### config.mk
export PLATFORM = sky130hd
export DESIGN_NAME = spi_slave_fsm
export DESIGN_NICKNAME = d
export VERILOG_FILES = /design/src/rtl/spi_slave_fsm.sv
export SDC_FILE = /design/constraint.sdc
export NUM_CORES = 1
export LEC_CHECK = 0
export CAP_MARGIN = 40
export CORE_MARGIN = 1.5
export CORE_UTILIZATION = 54
export DETAILED_ROUTE_END_ITERATION = 16
export PLACE_DENSITY = 0.78
export SKIP_LAST_GASP = 1
export SLEW_MARGIN = 20
export SYNTH_ARGS = -nofsm -noshare
export SYNTH_HDL_FRONTEND = slang
export SYNTH_SLANG_ARGS = --single-unit
### constraint.sdc
create_clock -name clk -period 1.7 [get_ports clk]
set_input_delay 0.425 -clock clk [delete_from_list [all_inputs] [get_ports clk]]
set_output_delay 0.425 -clock clk [all_outputs]
set_load 0.01 [all_outputs]
### src/rtl/spi_slave_fsm.sv
// spi_slave_fsm: SPI slave serial front end, clocked by the SPI bit clock.
// Assembles 10-bit command/data words from MOSI and shifts RAM read bytes out on MISO.
// Optional macro SPI_RD_ORDER_CHECK_EN: discard read-path words whose command bits
// do not match the expected read phase (2'b10 for the address, 2'b11 for the data).
// Ports:
//   clk      in   SPI bit clock, rising edge
//   rst_n    in   synchronous active-low reset
//   SS_n     in   slave select, active-low
//   MOSI     in   serial data from the master, MSB first
//   tx_data  in   [7:0] read byte from the RAM stage
//   tx_valid in   tx_data valid
//   rx_data  out  [9:0] assembled word, [9:8] command, [7:0] address/data
//   rx_valid out  one-cycle strobe qualifying rx_data
//   MISO     out  serial read data to the master, MSB first
module spi_slave_fsm #(
    parameter logic MISO_IDLE = 1'b0
) (
    input  logic       clk,
    input  logic       rst_n,
    input  logic       SS_n,
    input  logic       MOSI,
    input  logic [7:0] tx_data,
    input  logic       tx_valid,
    output logic [9:0] rx_data,
    output logic       rx_valid,
    output logic       MISO
);

    typedef enum logic [2:0] {
        IDLE      = 3'd0,
        CHK_CMD   = 3'd1,
        WRITE     = 3'd2,
        READ_ADD  = 3'd3,
        READ_DATA = 3'd4
    } state_t;

    state_t     state_q;
    logic [9:0] rx_sh_q;
    logic [3:0] bit_cnt_q;
    logic       done_q;
    logic       rd_addr_seen_q;
    logic [7:0] tx_sh_q;
    logic [2:0] tx_cnt_q;
    logic       tx_busy_q;
    logic       tx_loaded_q;
    logic [9:0] rx_data_q;
    logic       rx_valid_q;
    logic       miso_q;

    logic [9:0] word_d;
    logic       last_bit_d;
    logic       word_ok_d;

    always_comb begin
        word_d     = {rx_sh_q[8:0], MOSI};
        last_bit_d = (bit_cnt_q == 4'd9);
        word_ok_d  = 1'b1;
`ifdef SPI_RD_ORDER_CHECK_EN
        if (state_q == READ_ADD)
            word_ok_d = (word_d[9:8] == 2'b10);
        else if (state_q == READ_DATA)
            word_ok_d = (word_d[9:8] == 2'b11);
`endif
    end

    always_ff @(posedge clk) begin
        if (!rst_n) begin
            state_q        <= IDLE;
            rx_sh_q        <= '0;
            bit_cnt_q      <= '0;
            done_q         <= 1'b0;
            rd_addr_seen_q <= 1'b0;
            tx_sh_q        <= '0;
            tx_cnt_q       <= '0;
            tx_busy_q      <= 1'b0;
            tx_loaded_q    <= 1'b0;
            rx_data_q      <= '0;
            rx_valid_q     <= 1'b0;
            miso_q         <= MISO_IDLE;
        end else begin
            rx_valid_q <= 1'b0;
            // Deselect aborts the frame; the pre-edge SS_n decides.
            if (state_q != IDLE && SS_n) begin
                state_q     <= IDLE;
                rx_sh_q     <= '0;
                bit_cnt_q   <= '0;
                done_q      <= 1'b0;
                tx_sh_q     <= '0;
                tx_cnt_q    <= '0;
                tx_busy_q   <= 1'b0;
                tx_loaded_q <= 1'b0;
                miso_q      <= MISO_IDLE;
            end else begin
                unique case (state_q)
                    IDLE: begin
                        if (!SS_n)
                            state_q <= CHK_CMD;
                    end
                    CHK_CMD: begin
                        bit_cnt_q   <= '0;
                        rx_sh_q     <= '0;
                        done_q      <= 1'b0;
                        tx_loaded_q <= 1'b0;
                        if (!MOSI)
                            state_q <= WRITE;
                        else if (rd_addr_seen_q)
                            state_q <= READ_DATA;
                        else
                            state_q <= READ_ADD;
                    end
                    WRITE, READ_ADD, READ_DATA: begin
                        if (!done_q) begin
                            rx_sh_q   <= word_d;
                            bit_cnt_q <= bit_cnt_q + 4'd1;
                            if (last_bit_d) begin
                                done_q <= 1'b1;
                                if (word_ok_d) begin
                                    rx_data_q  <= word_d;
                                    rx_valid_q <= 1'b1;
                                    if (state_q == READ_ADD)
                                        rd_addr_seen_q <= 1'b1;
                                    if (state_q == READ_DATA)
                                        rd_addr_seen_q <= 1'b0;
                                end else begin
                                    // Rejected read word: block the byte return.
                                    tx_loaded_q <= 1'b1;
                                end
                            end
                        end else if (state_q == READ_DATA) begin
                            if (tx_busy_q) begin
                                if (tx_cnt_q != 3'd0) begin
                                    miso_q   <= tx_sh_q[7];
                                    tx_sh_q  <= {tx_sh_q[6:0], 1'b0};
                                    tx_cnt_q <= tx_cnt_q - 3'd1;
                                end else begin
                                    miso_q    <= MISO_IDLE;
                                    tx_busy_q <= 1'b0;
                                end
                            end else if (!tx_loaded_q && tx_valid) begin
                                miso_q      <= tx_data[7];
                                tx_sh_q     <= {tx_data[6:0], 1'b0};
                                tx_cnt_q    <= 3'd7;
                                tx_busy_q   <= 1'b1;
                                tx_loaded_q <= 1'b1;
                            end
                        end
                    end
                    default: state_q <= IDLE;
                endcase
            end
        end
    end

    assign rx_data  = rx_data_q;
    assign rx_valid = rx_valid_q;
    assign MISO     = miso_q;

endmodule

# == After elaboration in Yosys (flattened, before gate mapping) ==
# Index checks and enable logic that the tools add are counted.
# classes
eq_ne,12
bitwise,4
n_reduce_logical,20
muxes,30
add_sub_neg,2
# op_table
cell,count
8-bit two-way mux,3
3-bit two-way mux,6
9-bit one-hot mux with 2 select lines,1
5-bit AND reduction,3
1-bit two-way mux,14
"2-bit inequality test, second input constant",6
9-bit two-way mux,1
3-bit one-hot mux with 3 select lines,1
4-bit one-hot mux with 2 select lines,1
4-bit AND reduction,2
"3-bit by 2-bit equality test with 1-bit output, second input constant",2
2-bit nonzero test,3
3-bit nonzero test,2
"4-bit by 1-bit adder with 4-bit output, second input constant",1
"4-bit equality test, second input constant",1
4-bit two-way mux,1
1-bit NOT,4
1-bit one-hot mux with 2 select lines,2
2-bit AND reduction,2
4-bit OR reduction,1
"3-bit by 1-bit equality test with 1-bit output, second input constant",1
"3-bit equality test, second input constant",1
3-bit zero test,1
3-bit AND reduction,1
other kinds (6),7
# totals
output_inout_bits,12
elab_cells,80
regBits,43
input_bits,13

# == Logic depth before layout (Yosys ltp) ==
# Gate-level depths: netlist (run 1).
# depth
depth_word,7
depth_mapped,8
ltp_nobuf,6

# == Least setup slack after synthesis (run 1) ==
# Ideal clock, no wire load.
# synth_path
path_type,register to register
start,reg state_q[0]
end,reg bit_cnt_q[0]
stages_incl_launch_ff,6
t_required_ns,1.579
n_path_buf,2
path_slack_ns,0.184
period_less_slack_ns,1.516
arrival_ns,1.395
setup_time_ns,0.121
cell_sequence,dfxtp_1 -> or3b_1 -> buf_2 -> and3_1 -> buf_6 -> mux2_2
# synth_via
elab_chain_len,4
elab_cells_between_ends,12
classes_between,eq/ne: 5; mux: 1; reduce/logical: 6
# synth_rtl
element,line,text
start: declaration,37,state_t state_q;
start signal: assignment,68,state_q <= IDLE;
start signal: assignment,84,state_q <= IDLE;
start signal: assignment,97,state_q <= CHK_CMD;
3-bit by 2-bit equality test with 1-bit output or 3-bit equality test (tied branches),94,unique case (state_q)
3-bit OR reduction,94,
2-bit inequality test (no source line) or 2-bit nonzero test (tied branches),-,
2-bit AND reduction (no source line),-,
end signal: assignment,114,bit_cnt_q <= bit_cnt_q + 4'd1;
end: declaration,39,logic [3:0] bit_cnt_q;
# Several ways; a longest one is shown, not always the timed one.
# A chain may end at the register's enable or synchronous reset.

# == Final worst setup path (run 1) ==
# layout_path
start,"reg rx_valid_q, in the netlist rx_valid"
end,out rx_valid
# layout_rtl
element,line,text
start: declaration,47,logic rx_valid_q;
start signal: assignment,78,rx_valid_q <= 1'b0;
start signal: assignment,81,rx_valid_q <= 1'b0;
start signal: assignment,119,rx_valid_q <= 1'b1;
end: declaration,25,"output logic rx_valid,"
# No word-level cell between the ends.

==> results of run 1 <==
## per-layer routing
layer	vias up	share of wire, %	routed length (µm)	GRT usage (%)
met5	-	0	0	0
met4	0	2.4	94	12.2
met3	10	4.3	173	4.14
met2	47	52	2090	40.0
met1	747	41	1640	23.0
li1	765	-	-	-
## repair_timing
item                       CTS  global route
resized for setup            7            11
buffers inserted             0             0
pin swaps                    0             2
setup endpoints to repair   15            14
## sequential cells by signal, indices dropped and copies added (netlist names)
signal          count
MISO                1
bit_cnt_q           4
done_q              1
rd_addr_seen_q      1
rx_data            10
rx_sh_q             9
rx_valid            1
state_q             3
tx_busy_q           1
tx_cnt_q            3
tx_loaded_q         1
tx_sh_q             7
## cell type report
type	count	area (µm²)	share of cell area, %
Timing Repair Buffer	48	442	18.3
Sequential cell	42	846	35.0
Clock inverter	3	25.0	1.04
Inverter	10	37.5	1.56
Multi-Input combinational cell	125	968	40.1
Tap cell	46	57.6	2.38
Clock buffer	5	37.5	1.56
## power groups by stage
stage	combinational (mW)	sequential [mW]	clock, mW
detailed placement	0.162	1.02	0
finish	0.166	1.00	0.528
global placement	0.155	1.02	0
CTS	0.165	1.00	0.534
global route	0.181	1.00	0.578
floorplan	0.0942	1.02	0
## metrics by stage
stage / cell area [µm²] / util (%) / worst slack, ns
floorplan: 1940 / - / 0.184
global placement: 2330 / 68.7 / -0.190
detailed placement: 2330 / 68.7 / -0.245
CTS: 2390 / 70.4 / 0.00490
global route: 2410 / 71.2 / 0.00774
finish: 2410 / 71.2 / 0.0492
## Yosys cell counts (4+ instances only)
cell type | number | area [µm²]
buf_6 | 4 | 45.0
inv_1 | 10 | 37.5
nand3_1 | 4 | 20.0
a31oi_1 | 4 | 25.0
o21ai_0 | 4 | 20.0
dfxtp_1 | 42 | 841
nand2_1 | 4 | 15.0
a211oi_1 | 6 | 45.0
clkbuf_1 | 5 | 18.8
nor2_1 | 14 | 52.6
mux2i_1 | 17 | 170
ha_1 | 4 | 50.1
a22o_1 | 9 | 78.8
nor2b_1 | 12 | 75.1
a21oi_1 | 8 | 40.0
## worst max path at each step
stage                         to  cells past startpoint  slack (ns)
floorplan           bit_cnt_q[0]                      5        0.18
global placement    bit_cnt_q[0]                      6       -0.19
detailed placement  bit_cnt_q[0]                      6       -0.25
CTS                         MISO                      1       0.005
global route          tx_sh_q[5]                      6       0.008
finish                  rx_valid                      1        0.05
## layout by cell type (no fill, tap or decap), types with 6 or more instances in the layout
| cell type | n |
|---|---|
| nor2_1 | 14 |
| dlygate4sd2_1 | 6 |
| a21oi_1 | 8 |
| mux2i_1 | 17 |
| buf_4 | 22 |
| nor2b_1 | 12 |
| inv_1 | 10 |
| dfxtp_1 | 38 |
| a22o_1 | 9 |
| clkdlybuf4s50_1 | 13 |
## cells by family (layout without fill, tap and decap cells)
kind of cell	Yosys count	count (layout)	synth area share (%)
AND/OR/NAND/NOR	52	52	16.7
multiplexers	18	18	9.35
buffers and inverters	23	66	7.29
adder cells (fa/ha/maj)	4	4	2.58
AO/OA/AOI/OAI	50	50	20.3
XOR/XNOR	1	1	0.451
flip-flops	42	42	43.3
==> impl_metrics.env, run 1 <==
export IMPL_p_clk_share_pct=31.1
export IMPL_timing_hold_ws_ns=0.497
export IMPL_rows=21
export IMPL_path_buf_inv=1
export IMPL_avgRoutedWirePerCell_um=14.3
export IMPL_period_needed_ns=1.65
export IMPL_synth_seq_cells=42
export IMPL_p_seq_share_pct=59.1
export IMPL_min_path_type="reg2reg"
export IMPL_total_power_mw=1.70
export IMPL_p_leak_nw=1.09
export IMPL_r2r_end="bit_cnt_q[0]"
export IMPL_fillers=253
export IMPL_skew_ns=0.0157
export IMPL_finalHoldViolCount=0
export IMPL_final_setup_viol_count=0
export IMPL_holdPathEnd="bit_cnt_q[3]"
export IMPL_rrSetupSlack_ns=0.11
export IMPL_crit_chain="clkdlybuf4s50_1"
export IMPL_start_kind="flip-flop"
export IMPL_crit_family="buffers and inverters"
export IMPL_p_per_area_mw_per_mm2=703
export IMPL_io_buffers=24
export IMPL_rsz0062_at_grt="no"
export IMPL_synth_edf_count=0
export IMPL_htreeDepth=2
export IMPL_startpoint="rx_valid"
export IMPL_viasPerCell=5.62
export IMPL_path_clk_slew_ns=0.14
export IMPL_slew_headroom_pct=73.5
export IMPL_combinationalPowerShare_pct=9.8
export IMPL_finalCritPeriodShare_pct=97.1
export IMPL_syn_num_nets=207
export IMPL_clock_latency_ns=0.37
export IMPL_gp_congestion=0.797
export IMPL_cts_tree="built"
export IMPL_drive_gt1_share_pct=20.6
export IMPL_area_growth_pct=24.4
export IMPL_ys_seq_area_share_pct=43.3
export IMPL_cts_root_buf="clkbuf_4"
export IMPL_yosys_warnings=0
export IMPL_ant_nets=0
export IMPL_hpwl_mm=2.98
export IMPL_grt_pass1_wl_mm=6.82
export IMPL_via_count=1569
export IMPL_max_freq_ghz=0.606
export IMPL_ios=25
export IMPL_die_w_um=62.9
export IMPL_grtUsageTotal_pct=21.8
export IMPL_grt_pass1_vias=1605
export IMPL_initial_core_util_pct=57.3
export IMPL_report_final_slew_viol_count=0
export IMPL_grt_overflow_total=0
export IMPL_drtPass1Iterations=4
export IMPL_first_iter_violations=59
export IMPL_power_switching_mw=0.450
export IMPL_crit_required_ns=1.27
export IMPL_switching_share_pct=26.5
export IMPL_ctsHoldBuffers=0
export IMPL_critical_path_arrival_ns=1.23
export IMPL_clk_path_buf_depth=2
export IMPL_synth_cell_type_count=50
export IMPL_fin_nets=249
export IMPL_cap_violations=0
export IMPL_path_class="reg2out"
export IMPL_critPathMaxFanout=1
export IMPL_cts_sinks=42
export IMPL_cts_buffers=5
export IMPL_outcome="finished, final reports clean"
export IMPL_dp_cells=271
export IMPL_grt_max_degree=16
export IMPL_syn_avg_cell_area_um2=10.2
export IMPL_holdPathStages=2
export IMPL_remaining_drc_errors=0
export IMPL_diodes=0
export IMPL_setup_tns_ns=0
export IMPL_tightest_slew_ns=0.395
export IMPL_antenna_found_initial=0
export IMPL_routed_wl_mm=4.00
export IMPL_hp_start="bit_cnt_q[3]"
export IMPL_fin_cells=279
export IMPL_synth_area_mm2=0.00194
export IMPL_synth_main_ff_cell="dfxtp_1"
export IMPL_r2r_start="state_q[2]"
export IMPL_r2r_cells=4
export IMPL_power_internal_mw=1.25
export IMPL_die_y_um=62.9
export IMPL_slowest_delay_ns=0.52
export IMPL_syn_instance_count=190
export IMPL_async_flop_share_pct=0
export IMPL_peakVddDrop_uv=501
export IMPL_endpoint_kind="output port"
export IMPL_slowest_stage="clkdlybuf4s50_1"
export IMPL_core_area_mm2=0.00339
export IMPL_die_area_mm2=0.00396
(Power assumes the default switching activity.)
==> inputs of run 2 (changes only) <==
--- a/config.mk
+++ b/config.mk
@@ -6,6 +6,7 @@
 export NUM_CORES = 1
 export LEC_CHECK = 0
 export CAP_MARGIN = 40
+export CORE_ASPECT_RATIO = 1.25
 export CORE_MARGIN = 1.5
 export CORE_UTILIZATION = 54
 export DETAILED_ROUTE_END_ITERATION = 16
==> run 2 against run 1 <==
Against the previous run: clock skew is 0.0041 ns lower; first-iteration DRC count is 15% lower; routed wire length shrank 3.0%; via count fell by 2.5%; sequential power is essentially flat; combinational power decreased by 7%; setup slack better by 0.028 ns; critical endpoint is now tx_sh_q[1]; critical path depth up 5; largest power group unchanged; sequential share of layout area increased by 0.11 points; cell count is 3.6% lower; register-to-register slack got worse by 0.03 ns; non-clock buffer count decreased by 3.
==> impl_metrics.env, run 2 (synthesis gave the netlist of run 1 again) <==
export IMPL_r2r_start="state_q[2]"
export IMPL_hpwl_mm=2.86
export IMPL_avgRoutedWirePerCell_um=14.4
export IMPL_diodes=0
export IMPL_die_area_mm2=0.00396
export IMPL_ant_nets=0
export IMPL_tightest_slew_ns=0.315
export IMPL_cts_tree="built"
export IMPL_cts_sinks=42
export IMPL_skew_ns=0.0116
export IMPL_cts_buffers=5
export IMPL_final_cell_mix="dfxtp_1 (39), clkdlybuf4s50_1 (24), buf_4 (20)"
export IMPL_initial_core_util_pct=56.2
export IMPL_finalCritPeriodShare_pct=95.5
export IMPL_grt_overflow_total=0
export IMPL_clock_latency_ns=0.30
export IMPL_report_final_slew_viol_count=0
export IMPL_die_y_um=70.0
export IMPL_start_kind="flip-flop"
export IMPL_rsz0062_at_grt="yes"
export IMPL_viasPerCell=5.69
export IMPL_remaining_drc_errors=0
export IMPL_cts_root_buf="clkbuf_8"
export IMPL_largest_reg_flops=10
export IMPL_htreeDepth=2
export IMPL_min_path_type="reg2reg"
export IMPL_routed_wl_mm=3.88
export IMPL_cap_violations=0
export IMPL_peakVddDrop_uv=557
export IMPL_final_common_cell="dfxtp_1"
export IMPL_crit_family="simple AND/OR/NAND/NOR gates"
export IMPL_grt_pass1_vias=1468
export IMPL_clk_path_buf_depth=2
export IMPL_critPathMaxFanout=8
export IMPL_antenna_found_initial=0
export IMPL_ios=25
export IMPL_grt_pass1_wl_mm=6.55
export IMPL_p_leak_nw=0.972
export IMPL_path_buf_inv=2
export IMPL_io_buffers=24
export IMPL_crit_chain="buf_4, o31ai_4, buf_4, nand2_2, nor4b_4, a22o_1"
export IMPL_die_w_um=56.6
export IMPL_grt_max_degree=15
export IMPL_place_area_mm2=0.00229
export IMPL_via_count=1530
export IMPL_slowest_delay_ns=0.38
export IMPL_drtPass1Iterations=4
export IMPL_path_common_cell="buf_4"
export IMPL_rows=24
export IMPL_hp_start="rx_sh_q[8]"
export IMPL_finalHoldViolCount=0
export IMPL_first_iter_violations=50
export IMPL_slew_headroom_pct=78.9
export IMPL_crit_required_ns=1.94
export IMPL_fin_cells=269
export IMPL_p_per_area_mw_per_mm2=756
export IMPL_gp_congestion=0.830
export IMPL_path_class="reg2reg"
export IMPL_setup_tns_ns=0
export IMPL_fillers=257
export IMPL_grtUsageTotal_pct=20.9
export IMPL_fin_nets=246
export IMPL_area_growth_pct=23.8
export IMPL_startpoint="state_q[2]"
export IMPL_core_area_mm2=0.00345
export IMPL_final_setup_viol_count=0
export IMPL_outcome="finished, final reports clean"
export IMPL_period_needed_ns=1.62
export IMPL_max_freq_ghz=0.616
export IMPL_slowest_stage="nor4b_4"
export IMPL_critical_path_arrival_ns=1.87
export IMPL_dp_cells=260
export IMPL_drive_gt1_share_pct=18.3
export IMPL_endpoint_kind="flip-flop"
export IMPL_path_clk_slew_ns=0.07
export IMPL_final_area_mm2=0.00240
[run 2: cell count changes in the layout (fill, tap and decap cells not counted), moves of 2 or more]
cell | previous run | this run
clkbuf_4 | 5 | 0
dlygate4sd2_1 | 6 | 0
dlymetal6s2s_1 | 5 | 0
buf_4 | 22 | 20
clkdlybuf4s50_1 | 13 | 24
clkbuf_8 | 0 | 6
[run 2: path summary, 6_finish.rpt]
kind / to / slack [ns] / cells past startpoint
setup / recovery: tx_sh_q[1] / 0.08 / 6
hold / removal: rx_sh_q[8] / 0.48 / 1
setup reg to reg: tx_sh_q[1] / 0.08 / 6
hold reg to reg: rx_sh_q[8] / 0.48 / 1
[run 2: stage by stage]
stage          hold WS (ns)  setup WS (ns)  total power, mW  utilization, %
2_1_floorplan         0.442          0.184             1.11               -
5_1_grt               0.501       -0.00518             1.89            69.6
3_3_place_gp          0.464         -0.168             1.17            66.3
4_1_cts               0.485         0.0159             1.83            68.9
6_report              0.483         0.0773             1.82            69.6
3_5_place_dp          0.468         -0.192             1.18            66.3
[run 2: power by group]
group / internal [mW] / total (mW) / switching (mW)
logic: 0.0812 / 0.154 / 0.0730
registers: 0.990 / 1.01 / 0.0148
clock network: 0.328 / 0.658 / 0.330
total: 1.40 / 1.82 / 0.418
[run 2: timing repair]
item / in CTS / in global routing
endpoints found under the hold margin: 0 / 0
setup buffers: 0 / 1
setup endpoints to repair: 0 / 19
hold buffers: 0 / 0
gates resized for setup: 0 / 5
[run 2: final cells by class]
type / instances / area (µm²) / area share (%)
clock buffers: 7 / 86.3 / 3.59
repair buffers: 45 / 410 / 17.1
well taps: 39 / 48.8 / 2.03
multi-input cells: 125 / 970 / 40.4
clock inverters: 1 / 5.00 / 0.208
flip-flops and latches: 42 / 845 / 35.2
inverters: 10 / 37.5 / 1.56
[run 2: metal layers]
layer  wire length, µm  vias to the layer above  track usage [%]
met5                 0                        -                0
met4                63                        0             8.47
met3               146                        6             5.00
met2              2100                       37             38.0
met1              1570                      726             22.7
li1                  -                      761                -
==> inputs of run 3 (changes only) <==
--- a/config.mk
+++ b/config.mk
@@ -6,11 +6,13 @@
 export NUM_CORES = 1
 export LEC_CHECK = 0
 export CAP_MARGIN = 40
+export CELL_PAD_IN_SITES_DETAIL_PLACEMENT = 1
+export CELL_PAD_IN_SITES_GLOBAL_PLACEMENT = 2
 export CORE_ASPECT_RATIO = 1.25
 export CORE_MARGIN = 1.5
-export CORE_UTILIZATION = 54
+export CORE_UTILIZATION = 35
 export DETAILED_ROUTE_END_ITERATION = 16
-export PLACE_DENSITY = 0.78
+export PLACE_DENSITY_LB_ADDON = 0.1
 export SKIP_LAST_GASP = 1
 export SLEW_MARGIN = 20
 export SYNTH_ARGS = -nofsm -noshare
==> run 3 against run 2 <==
Against the previous run: cell count rose by 10%; final area is 2.4% higher; count of clock-buffer cells in the layout decreased by 2; clock power decreased by 0.9%; routed wire length is 13% higher; non-clock buffer count up 3; global-route usage shrank 5.2 points; clock skew decreased by 0.0077 ns; first-iteration DRC count rose by 34%; critical path type is now reg2out; critical endpoint is now rx_data[3]; highest routed layer unchanged.
==> impl_metrics.env, run 3 (synthesis gave the netlist of run 1 again) <==
export IMPL_die_w_um=69.6
export IMPL_ios=25
export IMPL_use_met3_pct=4.42
export IMPL_die_area_mm2=0.00600
export IMPL_drtPass1Iterations=2
export IMPL_grt_util_met2_pct=29.7
export IMPL_finalCritPeriodShare_pct=94.6
export IMPL_drive_gt1_share_pct=19.7
export IMPL_tightest_slew_ns=0.345
export IMPL_diodes=0
export IMPL_rrSetupSlack_ns=0.09
export IMPL_cts_sinks=42
export IMPL_max_freq_ghz=0.622
export IMPL_gp_congestion=0.802
export IMPL_start_kind="flip-flop"
export IMPL_clock_latency_ns=0.30
export IMPL_report_final_slew_viol_count=0
export IMPL_hpwl_mm=3.42
export IMPL_grt_use_met1_pct=16.9
export IMPL_crit_chain="clkdlybuf4s50_1"
export IMPL_period_needed_ns=1.61
export IMPL_place_ws_ns=-0.221
export IMPL_cts_buffers=5
export IMPL_via_count=1553
export IMPL_endpoint_kind="output port"
export IMPL_avgRoutedWirePerCell_um=14.7
export IMPL_crit_required_ns=1.27
export IMPL_skew_ns=0.00392
export IMPL_p_per_area_mw_per_mm2=740
export IMPL_final_cell_mix="dfxtp_1 (40), clkdlybuf4s50_1 (24), buf_4 (23)"
export IMPL_viasPerCell=5.23
export IMPL_slew_headroom_pct=76.9
export IMPL_clk_path_buf_depth=2
export IMPL_antenna_found_initial=0
export IMPL_routed_wl_mm=4.37
export IMPL_ant_nets=0
export IMPL_critical_path_arrival_ns=1.18
export IMPL_grt_busiest_layer="met2"
export IMPL_rsz0062_at_grt="no"
export IMPL_fin_nets=249
export IMPL_outcome="finished, final reports clean"
export IMPL_cts_tree="built"
export IMPL_grt_pass1_vias=1615
export IMPL_slowest_stage="clkdlybuf4s50_1"
export IMPL_final_setup_viol_count=0
export IMPL_final_area_mm2=0.00246
export IMPL_crit_family="buffers and inverters"
export IMPL_place_area_mm2=0.00233
export IMPL_fillers=636
export IMPL_first_iter_violations=67
export IMPL_io_buffers=24
export IMPL_grt_max_degree=15
export IMPL_path_clk_slew_ns=0.08
export IMPL_slowest_delay_ns=0.54
export IMPL_grt_overflow_total=0
export IMPL_critPathMaxFanout=2
export IMPL_largest_reg_flops=10
export IMPL_finalHoldViolCount=0
export IMPL_min_path_type="reg2reg"
export IMPL_core_area_mm2=0.00541
export IMPL_peakVddDrop_uv=368
export IMPL_die_y_um=86.3
export IMPL_final_common_cell="dfxtp_1"
export IMPL_fin_util_pct=45.5
export IMPL_cap_violations=0
export IMPL_rows=30
export IMPL_path_buf_inv=1
export IMPL_grtUsageTotal_pct=15.7
export IMPL_grt_pass1_wl_mm=7.43
export IMPL_cts_root_buf="clkbuf_8"
export IMPL_multiInputGateArea_um2=976
export IMPL_htreeDepth=2
export IMPL_area_growth_pct=26.8
export IMPL_seq_area_um2=843
export IMPL_remaining_drc_errors=0
export IMPL_p_leak_nw=0.985
export IMPL_fin_ws_ns=0.0915
export IMPL_initial_core_util_pct=35.9
export IMPL_path_class="reg2out"
-- run 3: cell types whose count changed in the layout (fill, tap and decap cells not counted), sizes merged --
cell	delta
buf	+3
clkbuf	-2
clkinv	+1
clkinvlp	+1
-- run 3: final cells by class --
type	count	area share, %
clock buffer	5	2.80
inverter	10	1.53
timing repair buffer	48	17.6
tap	64	3.26
clock inverter	3	0.865
sequential	42	34.3
multi-input combinational	125	39.7
-- run 3: metrics by stage --
stage / hold slack, ns / instances / setup TNS [ns] / total power, mW
2_1_floorplan: 0.442 / 190 / 0 / 1.11
3_3_place_gp: 0.464 / 287 / -1.89 / 1.18
3_5_place_dp: 0.468 / 287 / -2.84 / 1.19
4_1_cts: 0.497 / 295 / -0.0145 / 1.85
5_1_grt: 0.515 / 297 / 0 / 1.91
6_report: 0.489 / 297 / 0 / 1.82
-- run 3: metal layers --
metal  part of all wire [%]  vias up
li1                       -      765
met1                     41      760
met2                     54       23
met3                    3.2        5
met4                    1.4        0
met5                      0        -
-- run 3: path summary, 6_finish.rpt --
check / depth (start not counted) / end / startpoint
worst max-delay path: 1 / rx_data[3] / rx_data[3]
worst min-delay path: 1 / rx_sh_q[8] / rx_sh_q[8]
worst max register to register: 5 / tx_sh_q[1] / state_q[0]
worst min register to register: 1 / rx_sh_q[8] / rx_sh_q[8]
-- run 3: repair_timing --
action / 4_1_cts / 5_1_grt
hold buffers: 0 / 0
cloned: 0 / 0
gates resized for setup: 4 / 2
buffers inserted: 0 / 2
setup endpoints to repair: 11 / 13
pin swaps: 1 / 0
-- run 3: power breakdown --
| part | internal, mW | switching, mW |
|---|---|---|
| combinational | 0.0844 | 0.0792 |
| clock | 0.289 | 0.364 |
| sequential | 0.990 | 0.0139 |
